<file path="src/rtl/dctq_pkg.sv">
// Shared definitions for the quantizer-to-entropy-coder zigzag reorder buffer:
// default coefficient width, zigzag-to-raster map and read FSM encoding.
package dctq_pkg;

   localparam int COEFF_W_DEF = 12;
   localparam int BLK_N       = 64;

   typedef enum logic {
      RD_IDLE   = 1'b0,
      RD_STREAM = 1'b1
   } rd_state_t;

   // Element [k] is the raster address of zigzag position k (left index is MSB).
   localparam logic [0:BLK_N-1][5:0] ZZ_TABLE = {
      6'd0,  6'd1,  6'd8,  6'd16, 6'd9,  6'd2,  6'd3,  6'd10,
      6'd17, 6'd24, 6'd32, 6'd25, 6'd18, 6'd11, 6'd4,  6'd5,
      6'd12, 6'd19, 6'd26, 6'd33, 6'd40, 6'd48, 6'd41, 6'd34,
      6'd27, 6'd20, 6'd13, 6'd6,  6'd7,  6'd14, 6'd21, 6'd28,
      6'd35, 6'd42, 6'd49, 6'd56, 6'd57, 6'd50, 6'd43, 6'd36,
      6'd29, 6'd22, 6'd15, 6'd23, 6'd30, 6'd37, 6'd44, 6'd51,
      6'd58, 6'd59, 6'd52, 6'd45, 6'd38, 6'd31, 6'd39, 6'd46,
      6'd53, 6'd60, 6'd61, 6'd54, 6'd47, 6'd55, 6'd62, 6'd63
   };

   function automatic logic [5:0] zz_to_raster(input logic [5:0] zz_idx);
      return ZZ_TABLE[zz_idx];
   endfunction

endpackage

</file>
<file path="src/rtl/dctq_zigzag_rom.sv">
// Zigzag position to raster address lookup; purely combinational, no latency,
// no flow control.
module dctq_zigzag_rom
   import dctq_pkg::*;
(
   input  logic [5:0] i_zz_idx,
   output logic [5:0] o_raster_addr
);

   assign o_raster_addr = zz_to_raster(i_zz_idx);

endmodule

</file>
<file path="src/rtl/dctq_zigzag_buffer.sv">
// Ping-pong 8x8 block buffer: raster-order writes in, zigzag-order stream out; first
// coefficient 1 cycle after STREAM entry. Writes into a full bank drop (sticky overflow); out_ready stalls only the read side.
module dctq_zigzag_buffer
   import dctq_pkg::*;
#(
   parameter int COEFF_W = COEFF_W_DEF
) (
   input  logic                      clk,
   input  logic                      reset_n,
   input  logic                      hold,
   input  logic                      dctq_valid,
   input  logic [5:0]                addr,
   input  logic signed [COEFF_W-1:0] qcoeff,
   input  logic                      out_ready,
   output logic                      out_valid,
   output logic signed [COEFF_W-1:0] out_coeff,
   output logic [5:0]                out_index,
   output logic                      blk_last,
   output logic                      buf_full,
   output logic                      overflow
);

   logic signed [COEFF_W-1:0] r_mem [2][BLK_N];

   logic                      r_wr_bank;
   logic                      r_rd_bank;
   logic [1:0]                r_full;
   logic                      r_overflow;
   rd_state_t                 r_state;
   logic [5:0]                r_rd_cnt;
   logic                      r_out_valid;
   logic signed [COEFF_W-1:0] r_out_coeff;
   logic [5:0]                r_out_index;
   logic                      r_blk_last;

   logic                      w_wr_try;
   logic                      w_wr_en;
   logic                      w_wr_drop;
   logic                      w_wr_close;
   logic                      w_load;
   logic                      w_emit;
   logic                      w_release;
   logic [5:0]                w_raster;
   logic [1:0]                w_full_nxt;
   rd_state_t                 w_state_nxt;
   logic [5:0]                w_rd_cnt_nxt;
   logic                      w_rd_bank_nxt;

   // ---------------- write side ----------------
   assign w_wr_try   = dctq_valid & ~hold;
   assign w_wr_en    = w_wr_try & ~r_full[r_wr_bank];
   assign w_wr_drop  = w_wr_try &  r_full[r_wr_bank];
   assign w_wr_close = w_wr_en & (addr == 6'd63);

   always_ff @(posedge clk) begin
      if (w_wr_en) begin
         r_mem[r_wr_bank][addr] <= qcoeff;
      end
   end

   always_ff @(posedge clk or negedge reset_n) begin
      if (!reset_n) begin
         r_wr_bank  <= 1'b0;
         r_overflow <= 1'b0;
      end else begin
         if (w_wr_close) begin
            r_wr_bank <= ~r_wr_bank;
         end
         if (w_wr_drop) begin
            r_overflow <= 1'b1;
         end
      end
   end

   // A bank can only be closed while empty and only released while full, so the
   // set and clear below never target the same bank on one edge.
   always_comb begin
      w_full_nxt = r_full;
      if (w_release) begin
         w_full_nxt[r_rd_bank] = 1'b0;
      end
      if (w_wr_close) begin
         w_full_nxt[r_wr_bank] = 1'b1;
      end
   end

   always_ff @(posedge clk or negedge reset_n) begin
      if (!reset_n) begin
         r_full <= 2'b00;
      end else begin
         r_full <= w_full_nxt;
      end
   end

   // ---------------- read side ----------------
   dctq_zigzag_rom u_zz_rom (
      .i_zz_idx      (r_rd_cnt),
      .o_raster_addr (w_raster)
   );

   assign w_load    = ~r_out_valid | out_ready;
   assign w_emit    = (r_state == RD_STREAM) & w_load;
   assign w_release = w_emit & (r_rd_cnt == 6'd63);

   always_comb begin
      w_state_nxt   = r_state;
      w_rd_cnt_nxt  = r_rd_cnt;
      w_rd_bank_nxt = r_rd_bank;
      unique case (r_state)
         RD_IDLE: begin
            if (r_full[r_rd_bank]) begin
               w_state_nxt = RD_STREAM;
            end
         end
         RD_STREAM: begin
            if (w_emit) begin
               w_rd_cnt_nxt = r_rd_cnt + 6'd1;
               if (w_release) begin
                  w_rd_bank_nxt = ~r_rd_bank;
                  // Stay in STREAM when the next block is already waiting.
                  if (!r_full[~r_rd_bank]) begin
                     w_state_nxt = RD_IDLE;
                  end
               end
            end
         end
         default: w_state_nxt = RD_IDLE;
      endcase
   end

   always_ff @(posedge clk or negedge reset_n) begin
      if (!reset_n) begin
         r_state   <= RD_IDLE;
         r_rd_cnt  <= 6'd0;
         r_rd_bank <= 1'b0;
      end else begin
         r_state   <= w_state_nxt;
         r_rd_cnt  <= w_rd_cnt_nxt;
         r_rd_bank <= w_rd_bank_nxt;
      end
   end

   always_ff @(posedge clk or negedge reset_n) begin
      if (!reset_n) begin
         r_out_valid <= 1'b0;
         r_out_coeff <= '0;
         r_out_index <= 6'd0;
         r_blk_last  <= 1'b0;
      end else if (w_load) begin
         r_out_valid <= w_emit;
         if (w_emit) begin
            r_out_coeff <= r_mem[r_rd_bank][w_raster];
            r_out_index <= r_rd_cnt;
            r_blk_last  <= (r_rd_cnt == 6'd63);
         end
      end
   end

   assign out_valid = r_out_valid;
   assign out_coeff = r_out_coeff;
   assign out_index = r_out_index;
   assign blk_last  = r_blk_last;
   assign buf_full  = r_full[0] & r_full[1];
   assign overflow  = r_overflow;

endmodule
</file>
<file path="config.mk">
export PLATFORM = sky130hd
export DESIGN_NAME = dctq_zigzag_buffer
export DESIGN_NICKNAME = d
export VERILOG_FILES = /design/src/rtl/dctq_pkg.sv /design/src/rtl/dctq_zigzag_rom.sv /design/src/rtl/dctq_zigzag_buffer.sv
export SDC_FILE = /design/constraint.sdc
export NUM_CORES = 2
export LEC_CHECK = 0
export ABC_AREA = 1
export ABC_CLOCK_PERIOD_IN_PS = 3600
export CAP_MARGIN = 20
export CORE_MARGIN = 10
export CORE_UTILIZATION = 50
export DETAILED_ROUTE_END_ITERATION = 10
export PLACE_DENSITY = 0.65
export SYNTH_ARGS = -nofsm -noshare
export SYNTH_HDL_FRONTEND = slang
export SYNTH_HIERARCHICAL = 1
export SYNTH_SLANG_ARGS = --single-unit
</file>
<file path="constraint.sdc">
create_clock -name clk -period 3.6 [get_ports clk]
set_input_delay 0.54 -clock clk [delete_from_list [all_inputs] [get_ports clk]]
set_output_delay 0.54 -clock clk [all_outputs]
set_load 0.005 [all_outputs]
</file>
After elaboration in Yosys (flattened, before gate mapping)
Memories as Yosys holds them, arrays and structs flattened.
Index checks and enable logic that the tools add are counted.
W data, S select, Z words.

storage, ports and cells
  memories = 2
  ROM bits = 384
  output and inout port bits = 22
  input bits = 23
  logic and storage cells = 76
  memory bits (writable) = 1536
  register bits after elaboration = 32

memories
  name              depth  bits a word  rd ports  clocked after memory_dff  wr ports  line                      text
  r_mem             2      768          1         0                         1         dctq_zigzag_buffer.sv:23  logic signed [COEFF_W-1:0] r_mem [2][BLK_N];
  (name not given)  64     6            1         0                         0         dctq_pkg.sv:26            return ZZ_TABLE[zz_idx];

operators by class
  $lt $le $gt $ge = 9
  add/sub/neg operators = 1
  reductions and logical operators = 6
  bitwise operators = 20
  equal/unequal tests = 2
  mux-type cells = 26

operators by type and width
  kind                   number
  $mux W768              1
  $bmux W12 S6           1
  $demux W12 S6          1
  $mux W12               3
  $ge A7 B7 Y1 const B   3
  $not A6 Y7             3
  $mux W1                13
  $eq A6 B6 Y1 const B   2
  $mux W6                2
  $and A1 B1 Y1          7
  $lt A7 B1 Y1 const B   1
  $add A6 B1 Y6 const B  1
  $lt A1 B2 Y1 const B   3
  $not A1 Y1             6
  $mux W2                2
  $reduce_and A2 Y1      2
  $logic_and A1 B1 Y1    3
  $reduce_and A3 Y1      1
  $and A2 B2 Y2          1
  $demux W1 S1           2
  $ge A1 B1 Y1 const B   2
  $not A2 Y2             1
  $or A2 B2 Y2           1
  $pmux W1 S2            1
  $or A1 B1 Y1           1

Logic depth before layout (Yosys ltp)
  word-level depth = 9
  mapped depth = 23
  gate-level depth less buffers = 20

Cells and area by module
The synthesis kept the hierarchy.

by module, submodules not included
  module              instances  cells each  area an instance (um^2)
  dctq_zigzag_buffer  1          5326        63455.9
  dctq_zigzag_rom     1          158         789.5

Least setup slack after synthesis
No wires, ideal clock.

  path kind = reg2reg
  start point = register r_rd_cnt[0]
  end point = register r_out_coeff[10], in the netlist out_coeff[10]
  stages on the path, launching flop included = 23
  data arrival time = 2658 ps
  path buffers = 3
  path slack = 824 ps
  library setup time = 118 ps
  data required time = 3482 ps
  period minus slack after synthesis = 2776 ps
  path through = dfrtp_1 inv_1 ha_1 inv_1 nand2_1 nand3_1 nand2_1 nand2_1 nand2_1 nand2_1 inv_1 buf_4 buf_2 clkbuf_1 nand3_1 nand3_1 nand3_1 nand3_1 nand2_1 nand2_1 nand3_1 nand3_1 nand2_1

on the way
  longest elaborated chain between the ends = 8

RTL lines
  what                                         line                       text
  from (decl)                                  dctq_zigzag_buffer.sv:30   logic [5:0] r_rd_cnt;
  from (signal assigned)                       dctq_zigzag_buffer.sv:138  r_rd_cnt <= w_rd_cnt_nxt;
  $not A6 Y7 (not written as such)             dctq_pkg.sv:26
  $mem_v2 Z64 W6                               --
  $mux W6 (not written as such) (2 in a row)   dctq_pkg.sv:26
  named net w_raster[0]                        dctq_zigzag_buffer.sv:43   logic [5:0] w_raster;
  $not A6 Y7 (not written as such)             dctq_zigzag_buffer.sv:152  r_out_coeff <= r_mem[r_rd_bank][w_raster];
  $bmux W12 S6                                 dctq_zigzag_buffer.sv:152
  $mux W12 (not written as such) (2 in a row)  dctq_zigzag_buffer.sv:152
  to (signal assigned)                         dctq_zigzag_buffer.sv:152
  to (decl)                                    dctq_zigzag_buffer.sv:32   logic signed [COEFF_W-1:0] r_out_coeff;

The timed path passes the listed nets, and every way through them passes these cells. The select of a mux whose other input is x is not followed.
A chain may end at the register's enable or synchronous reset.

Worst setup path after layout
  start point = register r_rd_cnt[0]
  end point = register r_out_coeff[8], in the netlist out_coeff[8]

The elaborated chain is that of the path after synthesis.

==> out/summary.txt <==
leading post-synthesis cells by cell area = edfxtp_1, nand3_1, nand2_1
Synth Area per Inst = 11.72 µm²
Syn Std Cell Area = 64,250 µm²
Detail Route Antenna Nets = 0
Combinational Power Share = 0.488
Initial Util = 0.5038
Tmin final = 3.417 ns
final WL = 178,700 µm
Clock transition at path regs = 0.06 ns
antenna cells = 0
Final GP Congestion = 0.9137
fmax = 0.2927 GHz
Switching Power = 31.09 mW
Worst-Margin Slew = 1.097 ns
post-synthesis cell count = 5,484
register area share after synthesis = 0.7304
# nets final = 5,659
Die Wd = 378.5 µm
clock root cell = clkbuf_16
# placed instances = 7,121
status = finished clean
syn_nets = 5,521
CTS Buffer Depth = 3
synthesis-to-finish area growth = 13.88%
Port-buffer cells = 44
Setup Viol. Count Final = 0
synth unique cells = 30
Req. time, crit path = 4.27 ns
CP Capture Type = register
Die H = 378.5 µm
critical path class = reg -> reg
global-route wire length before repair = 265,000 µm
TritonCTS clock tree = yes
number of buffers created by CTS = 157
skew final = 0.02145 ns
row count = 131
worst hold start = qcoeff[3]
Area after DPL = 68,180 µm²
Post-synth EDFFs = 1,536
I/O pins = 45
Power, Total = 70.18 mW
pwr dens = 959.3 nW/µm²
H-tree levels = 4
Die ar. = 143,200 µm²
routed vias/inst = 5.894
top-area cell type share of the netlist area = 0.7179
clock sinks = 1,568
Worst Hold Class = in -> reg
Post-Layout Inst Area = 73,160 µm²
fraction of layout instances using a drive strength above 1 = 0.1049
Non-Filler Instances = 7,411
HPWL reported at the end of detailed placement = 104,300 µm
DR WL/cell = 24.12 µm
most numerous cell in the Yosys netlist = nand2_1
min setup slack post-route = 0.1830 ns
synthesized flop and latch total = 1,568
Main synth FF type = edfxtp_1
via count = 43.68k
hold_ws = 0.2271 ns
router iterations before antenna repair = 5
worst relative slew slack = 0.2684
count of final max-slew check failures = 0
sequential share of power = 0.293
Internal = 39.09 mW
final period utilization = 0.9492
Net Sw Frac = 0.4430
drt drc = 0
power share of the clock group = 0.219
Critical path origin = r_rd_cnt[0]$_DFFE_PN0P_
Final Hold Fails = 0
global route total overflow = 0
Yosys Warn Count = 6
Placement Setup Slack = -0.09649 ns
core area = 127,500 µm²
unrepaired setup endpoints after global routing = true
area leader, netlist = edfxtp_1
gr usage total = 0.2446
initial DRC count = 5,472
crit start category = register
RR Startpoint = r_rd_cnt[0]$_DFFE_PN0P_
Max VDD drop = 1.237 mV
Async S/R FF share, synth = 0.02041
largest net degree at the start of global routing = 169
Max-cap violations = 0
leakage power = 26.18 nW
vias in the first global route = 41.47k
clk_lat worst skew = 0.79 ns
Post-synth top cells = nand2_1, edfxtp_1, nand3_1
crit-path max FO = 59
Arr. time, crit path = 4.09 ns
initial antenna violation count = 3
through the flow:
stage           TNS, ns  utilization
4_1_cts               0       0.5723
5_1_grt        -0.04543       0.5737
2_1_floorplan         0            -
3_3_place_gp    -0.2637       0.5346
3_5_place_dp    -0.2368       0.5346
6_report              0       0.5737
worst max-delay path, cell delays in order (launching register included):
cell and delay, ns:
dfrtp_1 0.35, inv_1 0.07, ha_1 0.33, inv_1 0.07, nand2_1 0.10, nand3_1 0.08, nand2_1 0.06, nand2_1 0.06
nand2_1 0.05, nand2_1 0.12, inv_8 0.12, buf_16 0.33, buf_8 0.28, nand3_1 0.12, nand3_1 0.12, nand3_1 0.19
nand3_1 0.28, nand2_1 0.15, nand2_1 0.09, nand3_1 0.16, nand3_1 0.13, nand2_1 0.05
state kept, by name, summed over array words and instances (netlist names):
| register | count |
|---|---|
| r_full | 2 |
| r_wr_bank | 1 |
| r_state | 1 |
| r_rd_cnt | 6 |
| r_mem | 1536 |
| r_rd_bank | 1 |
| out_valid | 1 |
| blk_last | 1 |
| out_index | 6 |
| overflow | 1 |
| out_coeff | 12 |
cell type report:
class                           count  area, µm²
Tap cell                         1662       2079
Multi-Input combinational cell   3496      15670
Clock inverter                     83      629.4
Sequential cell                  1568      46930
Timing Repair Buffer              346       3467
Inverter                           53      249.0
Fill cell                       10350      54360
Clock buffer                      203       4133
power groups by stage:
| stage | registers [mW] | clock network, mW | logic, mW |
|---|---|---|---|
| 4_1_cts | 20.6 | 15.6 | 33.2 |
| 2_1_floorplan | 20.8 | 0 | 19.6 |
| 3_3_place_gp | 20.9 | 0 | 32.7 |
| 5_1_grt | 20.6 | 16.3 | 36.7 |
| 3_5_place_dp | 20.9 | 0 | 32.8 |
| 6_report | 20.6 | 15.4 | 34.2 |
cells by family (layout without fill, tap and decap cells):
| family | count (synthesis) | count (layout) | share of synthesized area |
|---|---|---|---|
| buf+inv | 420 | 685 | 0.03075 |
| flops | 1568 | 1568 | 0.7304 |
| simple gates | 3453 | 3453 | 0.2334 |
| compound gates | 23 | 23 | 0.001870 |
| xor+xnor | 6 | 6 | 0.0008180 |
| fa+ha+maj | 14 | 14 | 0.002727 |
cells in the final DEF, fill, tap and decap left out, types with 4 or more instances in the layout:
cell	n
nand2_1	1772
edfxtp_1	1536
nand3_1	1492
buf_4	253
clkbuf_16	161
nor2_1	78
nor3_2	57
buf_12	46
clkbuf_1	44
clkinv_1	43
inv_1	37
nor3_1	36
clkdlybuf4s50_1	31
dfrtp_1	30
clkinv_2	20
o21ai_0	14
ha_1	14
inv_6	11
clkinv_8	8
inv_2	7
bufinv_16	6
buf_16	6
xor2_1	5
nand3_2	5
o21ai_1	4
metal layers:
layer | track usage | wire length (µm)
met1 | 0.3395 | 71770
met2 | 0.3871 | 84530
met3 | 0.04017 | 16560
met4 | 0.09373 | 5871
met5 | 0 | 0
path summary, 6_finish.rpt:
path	end	slack, ns	cells past startpoint
max reg2reg	out_coeff[8]$_DFFE_PN0P_	0.18	21
min reg2reg	out_index[2]$_DFFE_PN0P_	0.48	2
max	out_coeff[8]$_DFFE_PN0P_	0.18	21
min	r_mem[1][591]$_DFFE_PP_	0.23	1
max in group asynchronous	r_wr_bank$_DFFE_PN0P_	2.41	2
min in group asynchronous	overflow$_DFFE_PN0P_	0.47	2
repair_timing:
item | 4_1_cts | 5_1_grt
resized for setup | 1 | 17
endpoints found under the hold margin | 32 | 0
endpoints found under the setup margin | 6 | 11
hold buffers | 1 | 0
buffers inserted | 0 | 0
cloned | 1 | 3
(Power assumes the default switching activity.)
